File: src/rtl/product_arbiter_if.sv
// Bundle of request, product-unit and response signals for product_arbiter.
// The slave modport is the arbiter's view; master is the requester/environment view.
interface product_arbiter_if #(
  parameter int NUM_REQ = 4
);
  logic [NUM_REQ-1:0]    ip_req_valid;
  logic [2*NUM_REQ-1:0]  ip_req_coef;
  logic [12*NUM_REQ-1:0] ip_req_data;
  logic [NUM_REQ-1:0]    op_req_ready;
  logic [1:0]            op_mul_coef;
  logic [11:0]           op_mul_data;
  logic [11:0]           ip_mul_result;
  logic                  op_rsp_valid;
  logic [2:0]            op_rsp_tag;
  logic [11:0]           op_rsp_data;
  logic                  ip_rsp_ready;
  logic                  op_busy;

  modport slave (
    input  ip_req_valid, ip_req_coef, ip_req_data, ip_mul_result, ip_rsp_ready,
    output op_req_ready, op_mul_coef, op_mul_data, op_rsp_valid, op_rsp_tag,
           op_rsp_data, op_busy
  );

  modport master (
    output ip_req_valid, ip_req_coef, ip_req_data, ip_mul_result, ip_rsp_ready,
    input  op_req_ready, op_mul_coef, op_mul_data, op_rsp_valid, op_rsp_tag,
           op_rsp_data, op_busy
  );
endinterface

File: src/rtl/product_arbiter.sv
// Round-robin arbiter in front of a shared 1-cycle product unit. Each grant is
// tracked for one cycle in an in-flight register, then its result is written
// (with the requester index as tag) into a small first-word-fall-through FIFO.
// Grants are credit-limited so the FIFO can never overflow.
module product_arbiter #(
  parameter int NUM_REQ    = 4,
  parameter int FIFO_DEPTH = 2
) (
  input  logic ip_clock,
  input  logic ip_reset,
  product_arbiter_if.slave bus
);
  localparam int PW = $clog2(NUM_REQ);
  localparam int AW = $clog2(FIFO_DEPTH);
  localparam int CW = AW + 1;

  // State
  logic [PW-1:0] last_q, last_d;
  logic          inflight_q, inflight_d;
  logic [2:0]    inflight_tag_q, inflight_tag_d;
  logic [AW-1:0] wr_q, wr_d;
  logic [AW-1:0] rd_q, rd_d;
  logic [CW-1:0] count_q, count_d;

  // Response storage; tag and data kept side by side per entry
  logic [2:0]  mem_tag  [FIFO_DEPTH];
  logic [11:0] mem_data [FIFO_DEPTH];

  // Per-requester fields unpacked from the flat buses
  logic [1:0]  coef_arr [NUM_REQ];
  logic [11:0] data_arr [NUM_REQ];

  for (genvar gi = 0; gi < NUM_REQ; gi++) begin : g_unpack
    assign coef_arr[gi] = bus.ip_req_coef[2*gi +: 2];
    assign data_arr[gi] = bus.ip_req_data[12*gi +: 12];
  end

  logic          grant_found;
  logic [PW-1:0] grant_idx;
  logic [PW-1:0] cand;
  logic          rsp_valid;
  logic          pop;
  logic          credit_ok;
  logic          grant;

  // Round-robin search starting just after the last granted requester
  always_comb begin
    grant_found = 1'b0;
    grant_idx   = '0;
    cand        = '0;
    for (int k = 1; k <= NUM_REQ; k++) begin
      cand = PW'((int'(last_q) + k) % NUM_REQ);
      if (!grant_found && bus.ip_req_valid[cand]) begin
        grant_found = 1'b1;
        grant_idx   = cand;
      end
    end
  end

  // Credit check counts the same-cycle pop so a draining FIFO can refill at once
  always_comb begin
    rsp_valid = (count_q != '0) && !ip_reset;
    pop       = rsp_valid && bus.ip_rsp_ready;
    credit_ok = (int'(count_q) + int'(inflight_q) - int'(pop)) < FIFO_DEPTH;
    grant     = grant_found && credit_ok && !ip_reset;
  end

  // Grant and product-unit operand drive; operands are zero when idle
  always_comb begin
    bus.op_req_ready = '0;
    bus.op_mul_coef  = '0;
    bus.op_mul_data  = '0;
    if (grant) begin
      bus.op_req_ready = NUM_REQ'(1) << grant_idx;
      bus.op_mul_coef  = coef_arr[grant_idx];
      bus.op_mul_data  = data_arr[grant_idx];
    end
  end

  // Head of the FIFO is presented directly (fall-through)
  always_comb begin
    bus.op_rsp_valid = rsp_valid;
    bus.op_rsp_tag   = mem_tag[rd_q];
    bus.op_rsp_data  = mem_data[rd_q];
    bus.op_busy      = (inflight_q || (count_q != '0)) && !ip_reset;
  end

  // Next-state: pointer update, in-flight capture, FIFO bookkeeping
  always_comb begin
    last_d         = grant ? grant_idx : last_q;
    inflight_d     = grant;
    inflight_tag_d = grant ? 3'(grant_idx) : inflight_tag_q;
    wr_d           = inflight_q ? AW'(wr_q + 1'b1) : wr_q;
    rd_d           = pop ? AW'(rd_q + 1'b1) : rd_q;
    count_d        = count_q + CW'(inflight_q) - CW'(pop);
  end

  // Control registers with synchronous reset; reset drops anything in flight
  always_ff @(posedge ip_clock) begin
    if (ip_reset) begin
      last_q         <= PW'(NUM_REQ - 1);
      inflight_q     <= 1'b0;
      inflight_tag_q <= '0;
      wr_q           <= '0;
      rd_q           <= '0;
      count_q        <= '0;
    end else begin
      last_q         <= last_d;
      inflight_q     <= inflight_d;
      inflight_tag_q <= inflight_tag_d;
      wr_q           <= wr_d;
      rd_q           <= rd_d;
      count_q        <= count_d;
    end
  end

  // FIFO storage write: the product result arrives one cycle after issue
  always_ff @(posedge ip_clock) begin
    if (!ip_reset && inflight_q) begin
      mem_tag[wr_q]  <= inflight_tag_q;
      mem_data[wr_q] <= bus.ip_mul_result;
    end
  end
endmodule

File: src/flat_wrapper.sv
// flat-port wrapper written by rule: the top's interface ports become plain ports
module product_arbiter_flat 
#(
  parameter int NUM_REQ    = 4,
  parameter int FIFO_DEPTH = 2
)
  (ip_clock, ip_reset, bus_ip_req_valid, bus_ip_req_coef, bus_ip_req_data, bus_ip_mul_result, bus_ip_rsp_ready, bus_op_req_ready, bus_op_mul_coef, bus_op_mul_data, bus_op_rsp_valid, bus_op_rsp_tag, bus_op_rsp_data, bus_op_busy);
  product_arbiter_if #(.NUM_REQ(NUM_REQ)) bus_i ();
  input  logic ip_clock;
  input  logic ip_reset;
  input wire logic [$bits(bus_i.ip_req_valid)-1:0] bus_ip_req_valid;
  input wire logic [$bits(bus_i.ip_req_coef)-1:0] bus_ip_req_coef;
  input wire logic [$bits(bus_i.ip_req_data)-1:0] bus_ip_req_data;
  input wire logic [$bits(bus_i.ip_mul_result)-1:0] bus_ip_mul_result;
  input wire logic [$bits(bus_i.ip_rsp_ready)-1:0] bus_ip_rsp_ready;
  output wire logic [$bits(bus_i.op_req_ready)-1:0] bus_op_req_ready;
  output wire logic [$bits(bus_i.op_mul_coef)-1:0] bus_op_mul_coef;
  output wire logic [$bits(bus_i.op_mul_data)-1:0] bus_op_mul_data;
  output wire logic [$bits(bus_i.op_rsp_valid)-1:0] bus_op_rsp_valid;
  output wire logic [$bits(bus_i.op_rsp_tag)-1:0] bus_op_rsp_tag;
  output wire logic [$bits(bus_i.op_rsp_data)-1:0] bus_op_rsp_data;
  output wire logic [$bits(bus_i.op_busy)-1:0] bus_op_busy;
  assign bus_i.ip_req_valid = bus_ip_req_valid;
  assign bus_i.ip_req_coef = bus_ip_req_coef;
  assign bus_i.ip_req_data = bus_ip_req_data;
  assign bus_i.ip_mul_result = bus_ip_mul_result;
  assign bus_i.ip_rsp_ready = bus_ip_rsp_ready;
  assign bus_op_req_ready = bus_i.op_req_ready;
  assign bus_op_mul_coef = bus_i.op_mul_coef;
  assign bus_op_mul_data = bus_i.op_mul_data;
  assign bus_op_rsp_valid = bus_i.op_rsp_valid;
  assign bus_op_rsp_tag = bus_i.op_rsp_tag;
  assign bus_op_rsp_data = bus_i.op_rsp_data;
  assign bus_op_busy = bus_i.op_busy;
  product_arbiter #(.NUM_REQ(NUM_REQ), .FIFO_DEPTH(FIFO_DEPTH)) u_core (.ip_clock(ip_clock), .ip_reset(ip_reset), .bus(bus_i));
endmodule
File: config.mk
export PLATFORM = sky130hd
export DESIGN_NAME = product_arbiter_flat
export DESIGN_NICKNAME = d
export VERILOG_FILES = /design/src/rtl/product_arbiter_if.sv /design/src/rtl/product_arbiter.sv /design/src/flat_wrapper.sv
export SDC_FILE = /design/constraint.sdc
export NUM_CORES = 1
export LEC_CHECK = 0
export CAP_MARGIN = 5
export CORE_MARGIN = 4
export CORE_UTILIZATION = 36
export DETAILED_ROUTE_END_ITERATION = 6
export PLACE_DENSITY = 0.86
export SYNTH_ARGS = -nofsm -noshare
export SYNTH_HDL_FRONTEND = slang
export SYNTH_SLANG_ARGS = --single-unit
File: constraint.sdc
create_clock -name ip_clock -period 2.6 [get_ports ip_clock]
set_input_delay 0.52 -clock ip_clock [delete_from_list [all_inputs] [get_ports ip_clock]]
set_output_delay 0.52 -clock ip_clock [all_outputs]
set_load 0.01 [all_outputs]
# After elaboration in Yosys (flattened, before gate mapping)
# Memory sizes are Yosys's and may differ from the RTL's. A register that Yosys moved wholly into a read port is not among the register bits.
# Index checks and enable logic that the tools add are counted.
[op_classes] add_sub_neg=10 n_mul=0 div=0 n_lt_le_gt_ge=6 n_eq_ne=0 shifts=1 mux=31 bitwise_logic=1 reduce_logical=15
[op_table] cell="two-way mux 12 bit" n=3
[op_table] cell="< comparator 32 x 3 -> 1 bit (second input constant)" n=1
[op_table] cell="subtractor 32 x 2 -> 32 bit" n=1
[op_table] cell="binary-select mux 12 bit (select 2 bit)" n=1
[op_table] cell="two-way mux 1 bit" n=14
[op_table] cell="two-way mux 2 bit" n=7
[op_table] cell="< comparator 2 x 3 -> 1 bit (second input constant)" n=4
[op_table] cell="logical AND 1 bit" n=9
[op_table] cell="binary-select mux 1 bit (select 2 bit)" n=4
[op_table] cell="adder 2 x 1 -> 2 bit (second input constant)" n=2
[op_table] cell="adder 2 bit (second input constant)" n=2
[op_table] cell="binary-select mux 2 bit (select 2 bit)" n=1
[op_table] cell="logical NOT 1 bit" n=4
[op_table] cell="two-way mux 4 bit" n=1
[op_table] cell="<< shifter 1 x 2 -> 4 bit (first input constant)" n=1
[op_table] cell="adder 2 x 1 -> 3 bit" n=1
[op_table] cell="greater-or-equal comparator 3 bit (second input constant)" n=1
[op_table] cell="inverter 2 -> 3 bit" n=1
[op_table] cell="adder 1 bit (second input constant)" n=2
[op_table] cell="adder 2 x 1 -> 2 bit" n=1
[op_table] cell="nonzero test 2 bit" n=1
[op_table] cell="subtractor 2 x 1 -> 2 bit" n=1
[op_table] cell="logical OR 1 bit" n=1
[totals] reg_bits=9 latchBits=0 ramBits=28 mem_bits_ro=0 inputBits=75 out_inout_bits=35 wordCells=72 mem_count=2
[mem_list] memory="u_core.mem_data" words=2 word_bits=12 rd=1 rd_clocked_by_memory_dff=1 write_ports=1 line="product_arbiter.sv:27" source="logic [11:0] mem_data [FIFO_DEPTH];"
[mem_list] memory="u_core.mem_tag" words=2 word_bits=2 rd=1 rd_clocked_by_memory_dff=1 write_ports=1 line="product_arbiter.sv:26" source="logic [2:0] mem_tag [FIFO_DEPTH];"

# Longest topological paths before layout
# Gate-level depths: netlist of run 1.
[logic_depth] word_depth=18 depth_mapped=12 ltp_nobuf=11

# Worst setup path before layout of run 1
# Ideal clock, no wire load.
[synth_timing] kind="input-to-output" startpoint="in ip_reset" endpoint="out bus_op_mul_data[1]" arrival_time_ns=2.319 required_ns=2.080 path_slack_ns=-0.239 path_stages=10 path_buffers=1 cell_sequence="o21ba_4 and3b_1 ha_1 ha_1 inv_1 a22oi_1 a221oi_4 nand2_2 buf_6 o22ai_1"
[synth_between] elab_chain_len=8
[synth_rtl] item="start, declared" line="flat_wrapper.sv:10" source="input logic ip_reset;"
[synth_rtl] item="logical NOT 1 bit *" line="product_arbiter.sv:62, product_arbiter.sv:65"
[synth_rtl] item="logical AND 1 bit" line="product_arbiter.sv:62" source="rsp_valid = (count_q != '0) && !ip_reset;"
[synth_rtl] item="logical AND 1 bit" line="product_arbiter.sv:63" source="pop = rsp_valid && bus.ip_rsp_ready;"
[synth_rtl] item="subtractor 32 x 2 -> 32 bit" line="product_arbiter.sv:64" source="credit_ok = (int'(count_q) + int'(inflight_q) - int'(pop)) < FIFO_DEPTH;"
[synth_rtl] item="< comparator 32 x 3 -> 1 bit" line="product_arbiter.sv:64"
[synth_rtl] item="logical AND 1 bit" line="product_arbiter.sv:65" source="grant = grant_found && credit_ok && !ip_reset;"
[synth_rtl] item="logical AND 1 bit *" line="product_arbiter.sv:65"
[synth_rtl] item="two-way mux 12 bit *" line="product_arbiter.sv:73" source="if (grant) begin"
[synth_rtl] item="end, declared" line="flat_wrapper.sv:18" source="output wire logic [$bits(bus_i.op_mul_data)-1:0] bus_op_mul_data;"
# Every way passes the cells marked *; elsewhere a longest branch is shown, timed or not.

# Worst setup path in the final report of run 1
[layout_timing] startpoint="reg u_core.count_q[0]" endpoint="out bus_op_mul_data[5]"
[layout_between] elab_chain_len=8 word_cells_on_any_way=9 classes_between="add/sub (2); order compare (1); mux (1); reduce/logical (5)"
[layout_rtl] item="start, declared" line="product_arbiter.sv:23" source="logic [CW-1:0] count_q, count_d;"
[layout_rtl] item="start signal, assigned" line="product_arbiter.sv:113" source="count_q <= count_d;"
[layout_rtl] item="branches (longest 3 deep; another with adder 2 x 1 -> 3 bit)"
[layout_rtl] item="subtractor 32 x 2 -> 32 bit *" line="product_arbiter.sv:64"
[layout_rtl] item="< comparator 32 x 3 -> 1 bit *" line="product_arbiter.sv:64"
[layout_rtl] item="logical AND 1 bit * (2 in series)" line="product_arbiter.sv:65"
[layout_rtl] item="two-way mux 12 bit *" line="product_arbiter.sv:73"
# Every way passes the cells marked *.

==> results of run 1 <==
## final timing paths
| kind | from | end | slack (ps) |
|---|---|---|---|
| min | u_core.inflight_tag_q[1]$_SDFFE_PP0P_ | u_core.mem_tag[1][1]$_DFFE_PP_ | 480 |
| max reg2reg | u_core.count_q[0]$_SDFF_PP0_ | u_core.inflight_tag_q[1]$_SDFFE_PP0P_ | 130 |
| min reg2reg | u_core.inflight_tag_q[1]$_SDFFE_PP0P_ | u_core.mem_tag[1][1]$_DFFE_PP_ | 480 |
| max | u_core.count_q[0]$_SDFF_PP0_ | bus_op_mul_data[5] | -560 |
## critical path, delay by kind of cell, from the launching register on
family / cells / cell delay, ps
flops: 1 / 360
compound gates: 4 / 630
fa+ha+maj: 2 / 320
simple gates: 2 / 290
buf+inv: 6 / 750
## area by class of cell
class	count	area (µm²)	area share, %
Clock buffer	5	68.82	1.698
Clock inverter	3	68.82	1.698
Inverter	9	33.78	0.8336
Multi-Input combinational cell	113	1249	30.81
Sequential cell	38	1047	25.84
Tap cell	72	90.09	2.223
Timing Repair Buffer	145	1495	36.89
## stage by stage
step	worst slack [ps]	hold slack, ps	instances	setup TNS [ps]
6_report	-560.0	478.9	385	-8822
5_1_grt	-650.8	485.1	385	-10440
4_1_cts	-507.3	475.8	384	-7974
3_5_place_dp	-1075	458.0	364	-19120
3_3_place_gp	-1037	434.6	364	-18370
2_1_floorplan	-187.2	424.9	168	-2567
## kinds of logic after synthesis
group           Yosys count  share of synthesized area, %
flops                    38                         49.61
other cells               1                        0.1787
mux                      43                         21.35
xor+xnor                  4                         1.670
fa+ha+maj                 9                         5.725
compound gates           26                         9.363
buf+inv                  17                         4.055
simple gates             30                         8.050
## routing by layer
metal	up-vias	routed length (µm)	global-route usage, %
met5	-	0	0
met4	0	153	5.324
li1	913	-	-
met1	886	2215	18.54
met2	80	3452	30.20
met3	14	479	6.084
## power by group
part / switching [mW] / total (mW) / internal (mW)
Combinational: 0.968 / 2.24 / 1.27
Clock: 0.210 / 0.594 / 0.384
Sequential: 0.0740 / 0.870 / 0.796
Total: 1.25 / 3.70 / 2.45
## registers in the layout, indices dropped and copies added (netlist names), named ones only
register               flops
u_core.mem_data           24
u_core.mem_tag             4
u_core.count_q             2
u_core.inflight_tag_q      2
u_core.last_q              2
u_core.inflight_q          1
u_core.rd_q                1
u_core.wr_q                1
## cell usage after synthesis (all sizes together)
cell / number
mux2: 14
a21oi: 2
o31a: 1
clkbuf: 3
mux2i: 29
dfxtp: 10
edfxtp: 28
o22ai: 15
nand2: 2
xnor2: 3
o21ba: 1
and3b: 1
buf: 5
nand2b: 5
and2: 1
xor2: 1
ha: 8
o21ai: 2
nor2b: 3
conb: 1
inv: 9
a41oi: 1
a22oi: 1
and3: 2
fa: 1
a21o: 2
nor2: 13
a221oi: 1
nand3: 1
nand4b: 1
nor3: 1
## timing repair
item                                    CTS  global route
pin swaps                                10             4
buffers inserted                         10             1
endpoints found under the setup margin   18            18
endpoints found under the hold margin     0             0
gates resized for setup                 103            15
gates cloned                              2             0
==> run summary, run 1 <==
Share of the synthesized area in the top cell type = 40.07%
Longest Clk Path Bufs = 2
Worst path arrival time = 2640 ps
Die width = 84.35 µm
CP required = 2080 ps
Worst path cell trace = buf_6 -> o21ba_4 -> and3b_2 -> ha_4 -> ha_4 -> inv_2 -> a22oi_2 -> a221oi_4 -> buf_6 -> nand2_8 -> buf_16 -> buf_6 -> o22ai_4 -> buf_6
Peak VDD IR = 0.4683 mV
CTS buffer count = 5
Rows = 27
CP endpoint kind = output port
Vias in the first global route = 1,966
Initial core utilization = 37.64%
Hold path depth = 0
RSZ-0062 raised after global routing = true
Tmin final = 3160 ps
Worst reg-to-reg path cell count = 13
Setup WS post-layout = -560.0 ps
Residual DRC count = 0
Critical Path Max Stage Delay = 360 ps
PortBufs = 108
Fin Clk Skew = 3.821 ps
CP Class = flop to output port
Syn Std Cell Area = 0.002098 mm²
Failing checks = setup timing
DIE AREA = 0.007114 mm²
Leakage power = 1.594 nW
Pin count of the biggest net entering global routing = 16
Yosys reg bits = 38
Area post-placement = 0.003643 mm²
Yosys warns = 0
PnR Total Power = 3.705 mW
Total grt overflow = 0
DP HPWL = 4.418 mm
Syn avg cell area = 12.49 µm²
Area Growth Syn to Fin = 93.14%
Max-cap violation count = 0
Count of cell types in the netlist = 34
Core area = 0.005574 mm²
Final Cycle Share = 121.5%
Num Clock Sinks = 38
DR WL/cell = 16.36 µm
Setup Viol. Count Final = 18
Via-per-instance ratio = 4.917
DIE HEIGHT = 84.35 µm
H-tree levels = 2
Hold/Removal Path Class = flop to flop
TritonCTS clock tree = yes
Most frequent CP cell = buf_6
Clock Pin Slew Worst Setup and Hold Paths = 80 ps
Slowest-stage cell, CP = dfxtp_4
Fraction of layout cells with a size suffix above 1 = 35.78%
Max Clk Rate = 316.5 MHz
First-iteration detailed-routing DRC count = 36
# nets final = 396
Synth area leaders = edfxtp_1 (40%), mux2i_1 (14%), dfxtp_1 (9.5%)
Area leader, netlist = edfxtp_1
Final-layout fill cell count = 390
PD cells = 914.1 mW/mm²
Part of the Yosys area used for sequential elements = 49.61%
Clk_lat worst skew = 290 ps
Total nets after synthesis = 252
First-pass GRT wire length = 9.535 mm
Gate Count Post-Synth = 168
Status = finished with violations
Fin util = 72.70%
CTS Hold Bufs = 0
Max FO, Critical Path = 8
Most frequent cells in the layout = clkdlybuf4s50_1 (88), mux2i_1 (29), edfxtp_1 (28)
Vias = 1,893
Final WL = 6.300 mm
Final hold vios = 0
CP startpoint kind = flop
Antenna Violating Nets Remaining = 0
Total GRT Usage = 16.85%
Pins Over Slew Limit = 0
Ant. Diodes = 0
DR pass1 iterations = 4
Commonest non-fill, non-tap cell in the layout = clkdlybuf4s50_1
Final Instance Area = 0.004053 mm²
Io pins = 110
Initial antenna violation count = 0
CTS root buffer = clkbuf_8
Routability cong. = 0.7835
No activity file was read; power rests on OpenSTA's default activity.
==> run 2: changes to the inputs <==
Settings changed: GPL_TIMING_DRIVEN from default to 0.
==> run summary, run 2 (synthesis gave the netlist of run 1 again) <==
DP HPWL = 4.489 mm
Area Growth Syn to Fin = 83.18%
Int Pwr = 2.155 mW
H-tree levels = 2
Busiest grt layer = met2
Initial core utilization = 37.64%
Tmin final = 3041 ps
Hold wc startpoint = u_core.inflight_tag_q[0]$_SDFFE_PP0P_
Final hold vios = 0
CTS buffer count = 5
Top reg by flops = u_core.mem_data
Routing usage on met1 = 16.69%
Worst path arrival time = 2520 ps
Longest Clk Path Bufs = 2
Worst-Margin Slew = 1164 ps
Internal reg-to-reg setup slack = 420 ps
Leakage power = 1.480 nW
Failing checks = setup timing
Residual DRC count = 0
Hold/Removal Path Class = flop to flop
PD cells = 869.4 mW/mm²
CP required = 2080 ps
Rows = 27
Die width = 84.35 µm
Initial antenna violation count = 0
Ant. Diodes = 0
Core area = 0.005574 mm²
Origin of the critical flop-to-flop path = u_core.count_q[0]$_SDFF_PP0_
Reg-to-Reg End = u_core.inflight_tag_q[1]$_SDFFE_PP0P_
Fraction of layout cells with a size suffix above 1 = 30.98%
CP endpoint kind = output port
Sequential Power Share = 26.7%
Placed insts = 348
Max FO, Critical Path = 6
Status = finished with violations
DIE AREA = 0.007114 mm²
Pins Over Slew Limit = 0
Total grt overflow = 0
Net Sw Frac = 35.50%
Worst reg-to-reg path cell count = 9
Total GRT Usage = 15.94%
Clk_lat worst skew = 280 ps
Crit path from = u_core.count_q[0]$_SDFF_PP0_
Layout Cells excl Fill = 369
Largest register FFs = 24
Io pins = 110
Setup Viol. Count Final = 18
Critical Path End = bus_op_mul_data[7]
Met2 usage = 29.56%
Vias in the first global route = 1,902
CTS root buffer = clkbuf_8
Clock Pin Slew Worst Setup and Hold Paths = 70 ps
TritonCTS clock tree = yes
CP startpoint kind = flop
Most frequent cells in the layout = clkdlybuf4s50_1 (88), mux2i_1 (29), edfxtp_1 (28)
Regs by FF count = u_core.mem_data (24), u_core.mem_tag (4)
First-iteration detailed-routing DRC count = 35
Rel. slew slack = 22.10%
Combinational share of power = 62.2%
Setup WS post-layout = -441.3 ps
GR Util met3 = 5.594%
DR WL/cell = 15.73 µm
First-pass GRT wire length = 8.949 mm
Peak VDD IR = 0.5747 mV
Fin util = 68.96%
# nets final = 380
PortBufs = 108
CP Class = flop to output port
Final Cycle Share = 117.0%
Commonest non-fill, non-tap cell in the layout = clkdlybuf4s50_1
Num Clock Sinks = 38
Clock group share of total power = 11.1%
Hold slack = 464.9 ps
Pin count of the biggest net entering global routing = 15
Max-cap violation count = 0
Via-per-instance ratio = 4.902
Max Clk Rate = 328.8 MHz
DIE HEIGHT = 84.35 µm
Final WL = 5.806 mm
Sw power = 1.186 mW
Vias = 1,809
DR pass1 iterations = 4
Antenna Violating Nets Remaining = 0
Fin Clk Skew = 3.512 ps
RSZ-0062 raised after global routing = true
Routability cong. = 0.7417
[run 2: how the worst min path moves through the flow]
stage | end | cells after the start
after floorplan | u_core.mem_tag[0][0]$_DFFE_PP_ | 0
after global placement | u_core.mem_tag[0][1]$_DFFE_PP_ | 0
after detailed placement | u_core.mem_tag[0][0]$_DFFE_PP_ | 0
after CTS | u_core.mem_tag[0][0]$_DFFE_PP_ | 0
after global routing | u_core.mem_tag[1][0]$_DFFE_PP_ | 0
final | u_core.mem_tag[0][0]$_DFFE_PP_ | 0
[run 2: final cells by class]
cell class | instances | area (µm²)
well taps | 72 | 90.09
fillers | 407 | 1730
multi-input cells | 113 | 1249
clock buffers | 8 | 80.08
plain buffers | 7 | 73.82
flip-flops and latches | 38 | 1047
inverters | 9 | 36.28
repair buffers | 122 | 1267
[run 2: power by group through the flow]
stage	clock network (mW)	registers [mW]	logic (mW)
2_1_floorplan	0	0.861	1.08
3_3_place_gp	0	0.876	1.66
3_5_place_dp	0	0.887	1.71
4_1_cts	0.386	0.890	1.96
5_1_grt	0.415	0.903	2.23
6_report	0.371	0.891	2.08
[run 2: worst max-delay path: stages (launching register included)]
cell and delay, ps:
dfxtp_4 360, ha_4 250, and3b_2 230, ha_4 170, ha_4 150, inv_2 40
a22oi_2 50, a221oi_4 260, buf_6 190, nand2_8 90, buf_12 160, o22ai_4 160
buf_6 130
[run 2: timing repair]
| action | 4_1_cts | 5_1_grt |
|---|---|---|
| pin swaps | 9 | 8 |
| buffers inserted | 8 | 4 |
| resized for setup | 103 | 16 |
| hold buffers | 0 | 0 |
| setup endpoints to repair | 31 | 18 |
| gates cloned | 2 | 0 |
[run 2: through the flow]
stage	area [µm²]	setup slack, ps	TNS, ps	power [mW]
finish	3844	-441.3	-7134	3.342
global route	3844	-555.5	-9183	3.550
CTS	3750	-466.6	-7307	3.237
detailed placement	3465	-1537	-35210	2.592
global placement	3465	-1527	-34040	2.539
floorplan	2293	-187.2	-2567	1.942
[run 2: layer usage]
metal / wire length, µm / share of wire [%] / vias to the layer above
li1: - / - / 880
met1: 2019 / 35 / 839
met2: 3156 / 54 / 78
met3: 509 / 8.8 / 12
met4: 121 / 2.1 / 0
met5: 0 / 0 / -
==> run 3: changes to the inputs <==
Settings changed: CORE_UTILIZATION 36 to 40, PLACE_DENSITY 0.86 to 0.9.
Clock period 2.6 ns to 3.26 ns, I/O delays scaled along.
==> run summary, run 3 (synthesis gave the netlist of run 1 again) <==
Leakage power = 1.481 nW
Slowest-stage cell, CP = a221oi_4
Tmin final = 3192 ps
Max-cap violation count = 0
Status = complete, no violations
First-pass GRT wire length = 8.190 mm
Peak VDD IR = 0.4018 mV
CTS root buffer = clkbuf_8
Die width = 80.43 µm
Multi-input logic area = 0.001165 mm²
Final hold vios = 0
DIE AREA = 0.006468 mm²
Total grt overflow = 0
Setup Viol. Count Final = 0
Fin Clk Skew = 7.297 ps
Clock Pin Slew Worst Setup and Hold Paths = 70 ps
Regs by FF count = u_core.mem_data (24), u_core.mem_tag (4)
Hold slack = 458.3 ps
Final-layout fill cell count = 362
Busiest grt layer = met2
Via-per-instance ratio = 4.927
Crit path buffers/inverters = 5
Setup WS post-layout = 68.43 ps
Residual DRC count = 0
Final WL = 6.018 mm
Ant. Diodes = 0
Largest register FFs = 24
Final Instance Area = 0.003716 mm²
GR Util met3 = 5.830%
CP top delay family = compound AO/OA/AOI/OAI gates
Worst-Margin Slew = 773.0 ps
Vias = 1,828
Core area = 0.005107 mm²
Worst path cell trace = buf_4 -> o21ba_4 -> and3b_2 -> buf_6 -> fa_2 -> a22oi_2 -> a221oi_4 -> buf_6 -> nand2_8 -> buf_4 -> o22ai_2 -> buf_2
CTS Hold Bufs = 0
CP Class = input pin to output port
PD cells = 687.1 mW/mm²
DR WL/cell = 16.22 µm
Commonest non-fill, non-tap cell in the layout = clkdlybuf4s50_1
H-tree levels = 2
PnR Total Power = 2.553 mW
Fin util = 72.76%
DP HPWL = 4.132 mm
# nets final = 384
CP endpoint kind = output port
Worst path arrival time = 2540 ps
Num Clock Sinks = 38
Placed insts = 346
DIE HEIGHT = 80.43 µm
Longest Clk Path Bufs = 2
Pins Over Slew Limit = 0
RSZ-0062 raised after global routing = true
Final Cycle Share = 97.90%
DR pass1 iterations = 4
Dpl ws = -1203 ps
Io pins = 110
Rel. slew slack = 48.28%
Met2 usage = 29.97%
CTS buffer count = 5
Initial core utilization = 41.08%
CP startpoint kind = input pin
Post-Route Setup TNS = 0 ps
First-iteration detailed-routing DRC count = 46
Fraction of layout cells with a size suffix above 1 = 32.89%
Total GRT Usage = 16.55%
Routing usage on met1 = 17.45%
Area Growth Syn to Fin = 77.10%
Initial antenna violation count = 0
Top reg by flops = u_core.mem_data
Critical Path Max Stage Delay = 280 ps
Routability cong. = 0.7135
PortBufs = 108
CP required = 2610 ps
Rows = 26
Hold/Removal Path Class = flop to flop
Most frequent cells in the layout = clkdlybuf4s50_1 (88), edfxtp_1 (28), mux2i_1 (24)
Area post-placement = 0.003267 mm²
Layout Cells excl Fill = 371
Vias in the first global route = 1,849
Antenna Violating Nets Remaining = 0
Max FO, Critical Path = 7
Pin count of the biggest net entering global routing = 15
Clk_lat worst skew = 280 ps
TritonCTS clock tree = yes
Max Clk Rate = 313.3 MHz
Area occupied by registers = 0.001050 mm²
[run 3: cell count changes in the layout (fill, tap and decap cells not counted), sizes merged]
cell | before | now
bufinv | 0 | 1
clkdlybuf4s15 | 0 | 1
buf | 38 | 39
clkinv | 0 | 2
clkbuf | 10 | 9
[run 3: final cells by class]
cell class                 count  area share (%)
multi-input combinational    113           31.35
clock inverter                 3           1.077
inverter                       9          0.9764
tap                           70           2.357
clock buffer                   5           1.852
buffer                         8           1.818
timing repair buffer         125           32.32
sequential                    38           28.25
[run 3: report_power, final]
part / switching, mW / internal, mW / total (mW) / leakage [nW]
combinational: 0.665 / 0.811 / 1.48 / 1.08
sequential: 0.0627 / 0.638 / 0.700 / 0.341
clock: 0.152 / 0.225 / 0.377 / 0.0579
total: 0.880 / 1.67 / 2.55 / 1.48
[run 3: per-layer routing]
layer	vias to the layer above	part of all wire (%)
li1	882	-
met1	851	37
met2	77	53
met3	18	7.2
met4	0	3.1
met5	-	0
[run 3: worst paths after layout]
path | from | endpoint | slack [ps] | cells after the start
worst max register to register | u_core.count_q[0]$_SDFF_PP0_ | u_core.last_q[1]$_SDFFE_PP1P_ | 1000 | 12
worst min-delay path | u_core.inflight_tag_q[1]$_SDFFE_PP0P_ | u_core.mem_tag[1][1]$_DFFE_PP_ | 460 | 0
worst min register to register | u_core.inflight_tag_q[1]$_SDFFE_PP0P_ | u_core.mem_tag[1][1]$_DFFE_PP_ | 460 | 0
worst max-delay path | ip_reset | bus_op_mul_data[11] | 70 | 12
[run 3: what timing repair did]
| action | CTS | global route |
|---|---|---|
| hold endpoints to repair | 0 | 0 |
| resized for setup | 101 | 35 |
| gates cloned | 1 | 1 |
| endpoints found under the setup margin | 18 | 18 |
| pin swaps | 4 | 14 |
| setup buffers | 9 | 5 |
